$ cat src/rtl/nibble_serial_adder_pkg.sv
// Shared types and constants for the nibble-serial adder: FSM state encoding,
// slice width and default operand width.
package nibble_serial_adder_pkg;

    typedef enum logic [1:0] {
        IDLE = 2'd0,
        BUSY = 2'd1,
        DONE = 2'd2
    } state_t;

    localparam int NIB       = 4;
    localparam int N_DEFAULT = 12;

endpackage

$ cat src/rtl/nibble_serial_adder_if.sv
// Operand/result bundle of the nibble-serial adder.
// Handshake: a transfer happens on a rising CK edge where VALID and READY are both 1;
// the producer holds its payload stable while VALID=1 and READY=0.
interface nibble_serial_adder_if
    import nibble_serial_adder_pkg::*;
#(
    parameter int N = N_DEFAULT
) ();

    logic         IN_VALID;
    logic         IN_READY;
    logic [N-1:0] A;
    logic [N-1:0] B;
    logic         CI;
    logic         OUT_VALID;
    logic         OUT_READY;
    logic [N-1:0] SUM;
    logic         CO;

    modport slave (
        input  IN_VALID, A, B, CI, OUT_READY,
        output IN_READY, OUT_VALID, SUM, CO
    );

    modport master (
        output IN_VALID, A, B, CI, OUT_READY,
        input  IN_READY, OUT_VALID, SUM, CO
    );

endinterface

$ cat src/rtl/ripple_adder.sv
// 4-bit ripple-carry adder: SUM = A + B + ci, carry-out on co.
module ripple_adder (
    output logic       co,
    output logic [3:0] SUM,
    input  logic [3:0] A,
    input  logic [3:0] B,
    input  logic       ci
);

    logic c;

    always_comb begin
        c   = ci;
        SUM = '0;
        for (int i = 0; i < 4; i++) begin
            SUM[i] = A[i] ^ B[i] ^ c;
            c      = (A[i] & B[i]) | (c & (A[i] ^ B[i]));
        end
        co = c;
    end

endmodule

$ cat src/rtl/nibble_serial_adder.sv
// Serial adder: one 4-bit slice per cycle through a single ripple_adder,
// result held in DONE until the consumer takes it.
module nibble_serial_adder
    import nibble_serial_adder_pkg::*;
#(
    parameter int N   = N_DEFAULT,
    parameter int NIB = nibble_serial_adder_pkg::NIB
) (
    input  logic                        CK,
    input  logic                        RN,
    nibble_serial_adder_if.slave        bus,
    output state_t                      dbg_state
);

    localparam int NSL = N / NIB;
    localparam int CW  = (NSL > 1) ? $clog2(NSL) : 1;

    state_t         state_q, state_d;
    logic [CW-1:0]  cnt_q, cnt_d;
    logic           carry_q, carry_d;
    logic           co_q, co_d;
    logic [N-1:0]   a_q, a_d;
    logic [N-1:0]   b_q, b_d;
    logic [N-1:0]   sum_q, sum_d;

    logic [NIB-1:0] a_sl, b_sl, add_sum;
    logic           add_co;
    logic           last;

    // Slice select: mux indexed by the slice counter.
    always_comb begin
        a_sl = '0;
        b_sl = '0;
        for (int i = 0; i < NSL; i++) begin
            if (cnt_q == CW'(i)) begin
                a_sl = a_q[i*NIB +: NIB];
                b_sl = b_q[i*NIB +: NIB];
            end
        end
    end

    ripple_adder u_add (
        .co  (add_co),
        .SUM (add_sum),
        .A   (a_sl),
        .B   (b_sl),
        .ci  (carry_q)
    );

    assign last = (cnt_q == CW'(NSL - 1));

    always_comb begin
        state_d = state_q;
        cnt_d   = cnt_q;
        carry_d = carry_q;
        co_d    = co_q;
        a_d     = a_q;
        b_d     = b_q;
        sum_d   = sum_q;
        case (state_q)
            IDLE: begin
                if (bus.IN_VALID) begin
                    a_d     = bus.A;
                    b_d     = bus.B;
                    carry_d = bus.CI;
                    cnt_d   = '0;
                    state_d = BUSY;
                end
            end
            BUSY: begin
                // Only the current slice is written; the others keep their old value.
                for (int i = 0; i < NSL; i++) begin
                    if (cnt_q == CW'(i)) sum_d[i*NIB +: NIB] = add_sum;
                end
                carry_d = add_co;
                cnt_d   = cnt_q + CW'(1);
                if (last) begin
                    co_d    = add_co;
                    cnt_d   = '0;
                    state_d = DONE;
                end
            end
            DONE: begin
                if (bus.OUT_READY) state_d = IDLE;
            end
            default: state_d = IDLE;
        endcase
    end

    always_ff @(posedge CK or negedge RN) begin
        if (!RN) begin
            state_q <= IDLE;
            cnt_q   <= '0;
            carry_q <= 1'b0;
            co_q    <= 1'b0;
            a_q     <= '0;
            b_q     <= '0;
            sum_q   <= '0;
        end else begin
            state_q <= state_d;
            cnt_q   <= cnt_d;
            carry_q <= carry_d;
            co_q    <= co_d;
            a_q     <= a_d;
            b_q     <= b_d;
            sum_q   <= sum_d;
        end
    end

    assign bus.IN_READY  = (state_q == IDLE);
    assign bus.OUT_VALID = (state_q == DONE);
    assign bus.SUM       = sum_q;
    assign bus.CO        = co_q;
    assign dbg_state     = state_q;

endmodule

$ cat src/flat_wrapper.sv
// flat-port wrapper written by rule: the top's interface ports become plain ports
module nibble_serial_adder_flat import nibble_serial_adder_pkg::*;
#(
    parameter int N   = N_DEFAULT,
    parameter int NIB = nibble_serial_adder_pkg::NIB
)
  (CK, RN, dbg_state, bus_IN_VALID, bus_A, bus_B, bus_CI, bus_OUT_READY, bus_IN_READY, bus_OUT_VALID, bus_SUM, bus_CO);
  nibble_serial_adder_if #(.N(N)) bus_i ();
  input  logic CK;
  input  logic RN;
  output state_t dbg_state;
  input wire logic [$bits(bus_i.IN_VALID)-1:0] bus_IN_VALID;
  input wire logic [$bits(bus_i.A)-1:0] bus_A;
  input wire logic [$bits(bus_i.B)-1:0] bus_B;
  input wire logic [$bits(bus_i.CI)-1:0] bus_CI;
  input wire logic [$bits(bus_i.OUT_READY)-1:0] bus_OUT_READY;
  output wire logic [$bits(bus_i.IN_READY)-1:0] bus_IN_READY;
  output wire logic [$bits(bus_i.OUT_VALID)-1:0] bus_OUT_VALID;
  output wire logic [$bits(bus_i.SUM)-1:0] bus_SUM;
  output wire logic [$bits(bus_i.CO)-1:0] bus_CO;
  assign bus_i.IN_VALID = bus_IN_VALID;
  assign bus_i.A = bus_A;
  assign bus_i.B = bus_B;
  assign bus_i.CI = bus_CI;
  assign bus_i.OUT_READY = bus_OUT_READY;
  assign bus_IN_READY = bus_i.IN_READY;
  assign bus_OUT_VALID = bus_i.OUT_VALID;
  assign bus_SUM = bus_i.SUM;
  assign bus_CO = bus_i.CO;
  nibble_serial_adder #(.N(N), .NIB(NIB)) u_core (.CK(CK), .RN(RN), .bus(bus_i), .dbg_state(dbg_state));
endmodule
$ cat config.mk
export PLATFORM = sky130hd
export DESIGN_NAME = nibble_serial_adder_flat
export DESIGN_NICKNAME = d
export VERILOG_FILES = /design/src/rtl/nibble_serial_adder_pkg.sv /design/src/rtl/nibble_serial_adder_if.sv /design/src/rtl/ripple_adder.sv /design/src/rtl/nibble_serial_adder.sv /design/src/flat_wrapper.sv
export SDC_FILE = /design/constraint.sdc
export NUM_CORES = 1
export LEC_CHECK = 0
export CORE_ASPECT_RATIO = 1.5
export CORE_MARGIN = 2
export CORE_UTILIZATION = 50
export DETAILED_ROUTE_END_ITERATION = 10
export HOLD_SLACK_MARGIN = 0.02
export MAX_ROUTING_LAYER = met4
export PLACE_DENSITY_LB_ADDON = 0.2
export SYNTH_ARGS = -nofsm -noshare
export SYNTH_HDL_FRONTEND = slang
export SYNTH_SLANG_ARGS = --single-unit
$ cat constraint.sdc
create_clock -name CK -period 6.8 [get_ports CK]
set_clock_uncertainty 0.05 [all_clocks]
set_input_delay 1.02 -clock CK [delete_from_list [all_inputs] [get_ports CK]]
set_output_delay 1.02 -clock CK [all_outputs]
set_load 0.1 [all_outputs]
==> impl_metrics.tcl, run 1 <==
set metrics [dict create \
    synth-seq-cells 42 \
    cts-htree-levels 2 \
    cts_tree "yes" \
    antenna_left 0 \
    reg2reg_slack_ns 3.44 \
    numCtsBuffers 5 \
    finalHoldViolations 0 \
    clock_latency_ns 0.28 \
    synthDistinctLibCells 23 \
    grt_max_degree 43 \
    maxSlewHeadroom_pct 20.1 \
    drtIter0Drc 10 \
    synthTopCellsByCount "42 x dfrtp_1, 29 x mux2_2, 14 x mux2i_1, 11 x inv_1" \
    layout-drive-gt1-share_pct 21.3 \
    cp-startpoint "u_core.cnt_q[0]" \
    reg2reg_to "u_core.bus.SUM[7]" \
    wl_per_cell_um 16.0 \
    tns_ns 0 \
    first_pass_iters 2 \
    routed_wirelength_um 3530 \
    hold_buffers 0 \
    post-route-util_pct 66.6 \
    worst_pin_slew_ns 1.18 \
    syn_nets 167 \
    root_buffer "clkbuf_8" \
    die_y_um 80.2 \
    nets 211 \
    clock_path_buffers 2 \
    start_kind "flop" \
    viasPerCell 5.36 \
    crit_arrival_ns 3.48 \
    hp-class "reg2reg" \
    grt_usage_pct 19.6 \
    final_area_mm2 0.00245 \
    diodes 0 \
    multi_input_area_um2 777 \
    fmax_mhz 298 \
    cts-resized-gates 0 \
    rsz0062_at_grt "no" \
    path_clk_slew_ns 0.07 \
    num-fill-cells 303 \
    r2r_cells 10 \
    drc_errors 0 \
    period_share_pct 49.4 \
    period_minus_slack_ns 3.36 \
    ys.flop_type "dfrtp_1" \
    die_w_um 54.8 \
    yosysMostFrequentCell "dfrtp_1" \
    cts_sinks 42 \
    endpoint "u_core.bus.SUM[7]" \
    gr-total-overflow 0 \
    ys_async_sr_fraction_pct 100 \
    min_path_cells 1 \
    gp_congestion 0.767 \
    yosys_warnings 0 \
    cap_violations 0 \
    netlist_area_mm2 0.00194 \
    rows 27 \
    grt_pass1_vias 1273 \
    ys_seq_area_share_pct 54.3 \
    synthTopCellsByArea "dfrtp_1 54%, mux2_2 17%, mux2i_1 7.2%" \
    netlist_instances 134 \
    synth.top_cell.area_share_pct 54.3 \
    cp-end-kind "flop" \
    dp_hpwl_um 2760 \
    placed_area_mm2 0.00238 \
    die_area_mm2 0.00439 \
    initial_utilization_pct 52.6 \
    num_io_pins 46 \
    portBuffers 45 \
    yosys.area.top_type "dfrtp_1" \
    rr_startpoint "u_core.cnt_q[0]" \
    status "finished clean" \
    vias 1185 \
    grt_pass1_wl_um 5820 \
    worstPathRequired_ns 6.92 \
    cts_setup_buffers 0 \
    drv_slew 0 \
    final-setup-viol-count 0 \
    ff_latch_area_mm2 0.00105 \
    area_growth_pct 26.7 \
    antenna_found_initial 0 \
    synth_edf_count 0 \
    core_area_mm2 0.00368 \
    critPathMaxFanout 13 \
    avgSynthCellArea_um2 14.4 \
    critPathKind "reg2reg" \
]
## worst max-delay path, stage by stage, from the launching register on
cell	delay, ns
dfrtp_1	0.60
nor2b_1	0.57
a2bb2oi_1	0.18
fa_1	0.41
inv_1	0.07
fa_1	0.15
inv_1	0.05
fa_1	0.34
inv_1	0.08
fa_1	0.44
mux2_2	0.28
## cell families after synthesis
group	after synthesis	share of synthesized area, %
AO/OA/AOI/OAI	14	5.82
AND/OR/NAND/NOR	9	4.91
multiplexers	45	25.3
buffers and inverters	20	5.56
flip-flops	42	54.3
adder cells (fa/ha/maj)	4	4.14
## sequential cells by signal, summed over array words and instances (netlist names)
| name | count |
|---|---|
| u_core.a_q | 12 |
| u_core.dbg_state | 2 |
| u_core.bus.CO | 1 |
| u_core.carry_q | 1 |
| u_core.b_q | 12 |
| u_core.bus.SUM | 12 |
| u_core.cnt_q | 2 |
## metal layers
layer	share of wire [%]	track usage, %	vias up
li1	-	-	552
met1	38	21.0	585
met2	55	32.5	39
met3	4.8	3.90	9
met4	2.8	10.5	0
met5	0	-	-
## placed cells by master (no fill, tap or decap)
cell / synthesis / final
clkdlybuf4s50_1: 0 / 44
dfrtp_1: 42 / 42
mux2_2: 29 / 29
mux2i_1: 14 / 14
inv_1: 11 / 11
clkbuf_8: 0 / 5
o2bb2ai_1: 4 / 4
a2bb2oi_1: 4 / 4
fa_1: 4 / 4
a21o_1: 3 / 3
nor2b_1: 2 / 2
mux2_1: 2 / 2
nor4bb_1: 2 / 2
clkbuf_1: 0 / 2
nor2_1: 1 / 1
nor3b_4: 1 / 1
o21bai_1: 1 / 1
nor4b_4: 1 / 1
a21oi_1: 1 / 1
nor3b_1: 1 / 1
nor4b_1: 1 / 1
a211oi_1: 1 / 1
buf_2: 4 / 1
buf_4: 1 / 1
## final cells by class
type	instances	share of cell area (%)
sequential	42	42.9
clock buffer	7	3.11
inverter	11	1.68
multi-input combinational	72	31.7
tap	43	2.19
timing repair buffer	46	18.5
## stage by stage
step | std cells | worst slack [ns] | hold slack (ns)
global placement | 214 | 3.59 | 0.442
detailed placement | 214 | 3.44 | 0.445
finish | 221 | 3.44 | 0.458
floorplan | 134 | 3.18 | 0.408
global route | 221 | 3.24 | 0.478
CTS | 221 | 3.42 | 0.462
## worst min path at each step
stage / from / endpoint / slack (ns)
2_1_floorplan: u_core.b_q[5] / u_core.b_q[5] / 0.41
4_1_cts: u_core.a_q[3] / u_core.a_q[3] / 0.46
3_5_place_dp: u_core.a_q[3] / u_core.a_q[3] / 0.44
6_report: u_core.a_q[3] / u_core.a_q[3] / 0.46
3_3_place_gp: u_core.bus.SUM[9] / u_core.bus.SUM[9] / 0.44
5_1_grt: u_core.bus.SUM[1] / u_core.bus.SUM[1] / 0.48
Power of run 1 is left out: the tool's default activity adds up to more than one toggle a clock period on the data nets, which glitch-free logic cannot reach.
==> run 2, diff against run 1 <==
--- a/config.mk
+++ b/config.mk
@@ -7,7 +7,7 @@
 export LEC_CHECK = 0
 export CORE_ASPECT_RATIO = 1.5
 export CORE_MARGIN = 2
-export CORE_UTILIZATION = 50
+export CORE_UTILIZATION = 49
 export DETAILED_ROUTE_END_ITERATION = 10
 export HOLD_SLACK_MARGIN = 0.02
 export MAX_ROUTING_LAYER = met4
==> constraint.sdc (replaced) <==
create_clock -name CK -period 3.1 [get_ports CK]
set_clock_uncertainty 0.05 [all_clocks]
set_input_delay 0.465 -clock CK [delete_from_list [all_inputs] [get_ports CK]]
set_output_delay 0.465 -clock CK [all_outputs]
set_load 0.1 [all_outputs]
==> run 2 against run 1 <==
  * Non-clock buffer count is 6 higher
  * First-iteration DRC count grew to 3.4 times the previous value
  * Critical path type unchanged
  * Core utilization is 2.8 points lower
==> impl_metrics.tcl, run 2 (synthesis results as in run 1) <==
set metrics [dict create \
    status "finished clean" \
    clock_latency_ns 0.29 \
    maxSlewHeadroom_pct 38.9 \
    layout-drive-gt1-share_pct 34.2 \
    root_buffer "clkbuf_8" \
    gp_congestion 0.829 \
    viasPerCell 5.33 \
    numCtsBuffers 5 \
    placed_area_mm2 0.00238 \
    cap_violations 0 \
    antenna_found_initial 0 \
    rows 28 \
    worstPathRequired_ns 3.23 \
    cp-startpoint "u_core.cnt_q[0]" \
    wl_per_cell_um 16.4 \
    final-setup-viol-count 0 \
    rsz0062_at_grt "no" \
    dp_slack_ns 0.158 \
    portBuffers 45 \
    clock_path_buffers 2 \
    finalHoldViolations 0 \
    reg2reg_to "u_core.bus.SUM[3]" \
    drtIter0Drc 34 \
    vias 1221 \
    final_common_cell "dfrtp_1" \
    initial_utilization_pct 50.2 \
    period_minus_slack_ns 2.93 \
    cts_sinks 42 \
    final_area_mm2 0.00246 \
    area_growth_pct 27.1 \
    cts_tree "yes" \
    worst_pin_slew_ns 0.917 \
    dp_hpwl_um 2890 \
    die_area_mm2 0.00448 \
    die_w_um 55.3 \
    grt_pass1_vias 1314 \
    hold_buffers 0 \
    path_clk_slew_ns 0.08 \
    cts-resized-gates 0 \
    reg2reg_slack_ns 0.17 \
    drc_errors 0 \
    die_y_um 81.0 \
    cts-htree-levels 2 \
    grt_pass1_wl_um 6390 \
    rr_startpoint "u_core.cnt_q[0]" \
    core_area_mm2 0.00385 \
    start_kind "flop" \
    endpoint "u_core.bus.SUM[3]" \
    crit_arrival_ns 3.06 \
    fmax_mhz 341 \
    cp-end-kind "flop" \
    antenna_left 0 \
    nets 217 \
    critPathMaxFanout 6 \
    gr-total-overflow 0 \
    tns_ns 0 \
    layout_common_cells "42 x dfrtp_1, 29 x mux2_2, 27 x clkdlybuf4s50_1, 24 x buf_4, 14 x mux2i_1" \
    num_io_pins 46 \
    hp-class "in2async" \
    period_share_pct 94.5 \
    grt_max_degree 43 \
    critPathKind "reg2reg" \
    drv_slew 0 \
    routed_wirelength_um 3760 \
    diodes 0 \
    r2r_cells 10 \
    worst_slack_ns 0.169 \
    cts_setup_buffers 0 \
    first_pass_iters 2 \
    grt_usage_pct 19.5 \
]
## run 2: worst min-delay path by stage
stage / slack (ns) / endpoint / from / depth (start not counted)
2_1_floorplan: 0.12 / u_core.a_q[0] / RN / 0
3_3_place_gp: 0.43 / u_core.b_q[5] / u_core.b_q[5] / 1
3_5_place_dp: 0.44 / u_core.a_q[8] / u_core.a_q[8] / 1
4_1_cts: 0.27 / u_core.bus.SUM[8] / RN / 1
5_1_grt: 0.32 / u_core.a_q[9] / RN / 1
6_report: 0.25 / u_core.dbg_state[1] / RN / 1
## run 2: routing by layer
layer / wire length [µm] / vias to the layer above / track usage (%)
li1: - / 565 / -
met1: 1420 / 617 / 20.8
met2: 2090 / 33 / 34.6
met3: 172 / 6 / 4.46
met4: 75 / 0 / 8.78
met5: 0 / - / -
## run 2: critical path: stages (launching register included)
cell and delay (ns):
dfrtp_1 0.48, nor2b_1 0.30, a2bb2oi_1 0.15, fa_1 0.39
inv_1 0.07, fa_1 0.16, inv_1 0.05, fa_1 0.36
inv_1 0.08, fa_1 0.44, mux2_2 0.29
## run 2: stage by stage
stage	hold WS (ns)	utilization, %	std cells
after floorplan	0.119	-	134
after global placement	0.425	61.8	222
after detailed placement	0.440	61.8	222
after CTS	0.275	63.8	229
after global routing	0.318	63.8	229
final	0.248	63.8	229
## run 2: cell type report
cell class / instances / area (µm²)
clock buffers: 5 / 68.8
clock inverters: 2 / 10.0
fillers: 331 / 1390
inverters: 11 / 41.3
multi-input cells: 72 / 777
flip-flops and latches: 42 / 1050
well taps: 45 / 56.3
repair buffers: 52 / 455
Power of run 2 is left out for the same reason.
==> edit 1, RTL diff (settings of run 2) <==
Set the package constant `N_DEFAULT` to 24 (it was 12).
--- a/src/rtl/nibble_serial_adder_pkg.sv
+++ b/src/rtl/nibble_serial_adder_pkg.sv
@@ -10,5 +10,5 @@
 
     localparam int NIB       = 4;
-    localparam int N_DEFAULT = 12;
+    localparam int N_DEFAULT = 24;
 
 endpackage
Ports: changed (resized bus_A, bus_B and bus_SUM); port bits go from 46 to 82. No check against the original RTL was run, so the function may have changed too.
==> edit 1 against run 2 <==
  * Via count grew 100%
  * Routed wire length grew 120%
  * Synthesized area is 90% higher
  * Count of clock-buffer cells in the layout rose by 6
  * Sequential cell count increased by 37
  * Worst setup slack worse by 0.12 ns
  * Sequential share of layout area down 2.8 points
  * Die area up 83%
  * Fmax decreased by 4.0%
  * First-iteration DRC count rose to 4.1 times the old value
  * Non-clock buffer count up 49
  * Design area grew 100%
  * Critical path type unchanged
  * Largest cell class unchanged
Power is not shown: default switching activity piles up to over one toggle a cycle in this logic, so the estimate is an artifact.
==> edit 1: results (changes against run 2) <==
layout-drive-gt1-share: 0.4259  # +0.08348
nets: 424  # +95%
vias_per_cell: 5.261  # -1.3%
cts.clk_slew.worst_paths_ns: 0.08  # about the same
first_iter_violations: 140  # +310%
worstHoldPathType: "in2async"
arrival_ns: 3.25  # +0.19 ns
max_stage_delay_ns: 0.47
syn_nets: 329  # +97%
synth_top_cells_by_count: "79 x dfrtp_1, 56 x mux2_2, 18 x inv_1"
synthFlopType: "dfrtp_1"
wire_per_inst_um: 17.55  # +7.0%
grt_pass1_vias: 2715  # +110%
grt_max_degree: 80  # +86%
grt_first_pass_wirelength_um: 13480  # +110%
cp_slowest_cell: "fa_2"
fillers: 573  # +73%
synth.distinct_cells: 36  # +57%
tightest_slew_ns: 0.9671  # +0.05042 ns
htreeDepth: 3  # +1
cp-startpoint: "u_core.cnt_q[1]$_DFFE_PN0P_"
port_buffers: 81  # +80%
path_delay_family: "adder cells"
clockBufferDepth: 2  # unchanged
synth-seq-area-share: 0.5383  # -0.004656
antenna_found_initial: 0  # unchanged
first_pass_iters: 4  # +2
cts_made_buffers: 9  # +4
critPathMaxFanout: 9  # +3
post-dp-hpwl_um: 6330  # +120%
place_congestion: 0.9979  # +20%
cts-root-buf: "clkbuf_8"
regToRegSetupSlack_ns: 0.05  # -0.12 ns
outcome: "finished clean"
diodes: 0  # unchanged
synth-async-reset-ratio: 1.000  # unchanged
regToRegEndpoint: "u_core.bus.SUM[15]$_DFFE_PN0P_"
grt.total_usage: 0.2359  # +0.04042
synthTopCellsByArea: "dfrtp_1 54%, mux2_2 17%, mux2i_1 4.6%"
r2r_cells: 12  # +2
timing.hold.ws_ns: 0.1839  # -0.06457 ns
ys_warn_count: 0  # unchanged
insertion_delay_ns: 0.36  # +0.07 ns
## edit 1: final cells by class
cell class / count / area [um^2] / area share
sequential: 79 / 1978 / 0.3995
multi-input combinational: 157 / 1643 / 0.3318
timing repair buffer: 101 / 905.9 / 0.1830
clock buffer: 11 / 151.4 / 0.03058
tap: 100 / 125.1 / 0.02527
clock inverter: 5 / 80.08 / 0.01617
inverter: 18 / 67.56 / 0.01365
## edit 1: routing by layer
layer	wire (um)	global-route usage	share of wire	vias to the layer above
met2	4482	0.3957	0.54	78
met5	0	-	0	-
met3	324	0.04636	0.039	23
li1	-	-	-	1159
met1	3101	0.2588	0.38	1218
met4	358	0.1314	0.043	0
## edit 1: worst max-delay path by stage
stage,slack [ns],endpoint,cells past startpoint
2_1_floorplan,-0.23,u_core.bus.SUM[11]$_DFFE_PN0P_,15
3_3_place_gp,0.004,u_core.bus.SUM[11]$_DFFE_PN0P_,12
3_5_place_dp,-0.04,u_core.bus.SUM[19]$_DFFE_PN0P_,12
4_1_cts,0.01,u_core.bus.SUM[19]$_DFFE_PN0P_,12
5_1_grt,-0.05,u_core.bus.SUM[7]$_DFFE_PN0P_,12
6_report,0.05,u_core.bus.SUM[15]$_DFFE_PN0P_,12
## edit 1: cells by family after synthesis
logic type	Yosys count	synth area share
AO/OA/AOI/OAI	34	0.07598
flip-flops	79	0.5383
adder cells (fa/ha/maj)	5	0.02521
AND/OR/NAND/NOR	36	0.06133
multiplexers	82	0.2549
buffers and inverters	35	0.04429
## edit 1: repair_timing
item | CTS | global route
endpoints found under the hold margin | 0 | 0
resized for setup | 6 | 5
endpoints found under the setup margin | 6 | 7
pin swaps | 2 | 2
buffers inserted | 1 | 0
## edit 1: per-stage QoR
step                      setup WS [ns]  utilization  TNS, ns  area (um^2)  std cells
final                           0.04715       0.6806        0         4951        471
after CTS                       0.01316       0.6785        0         4936        471
after global routing           -0.05333       0.6806  -0.2791         4951        471
after floorplan                 -0.2263            -   -1.462         3764        271
after detailed placement       -0.04115       0.6404  -0.2295         4658        454
after global placement         0.003665       0.6404        0         4658        454
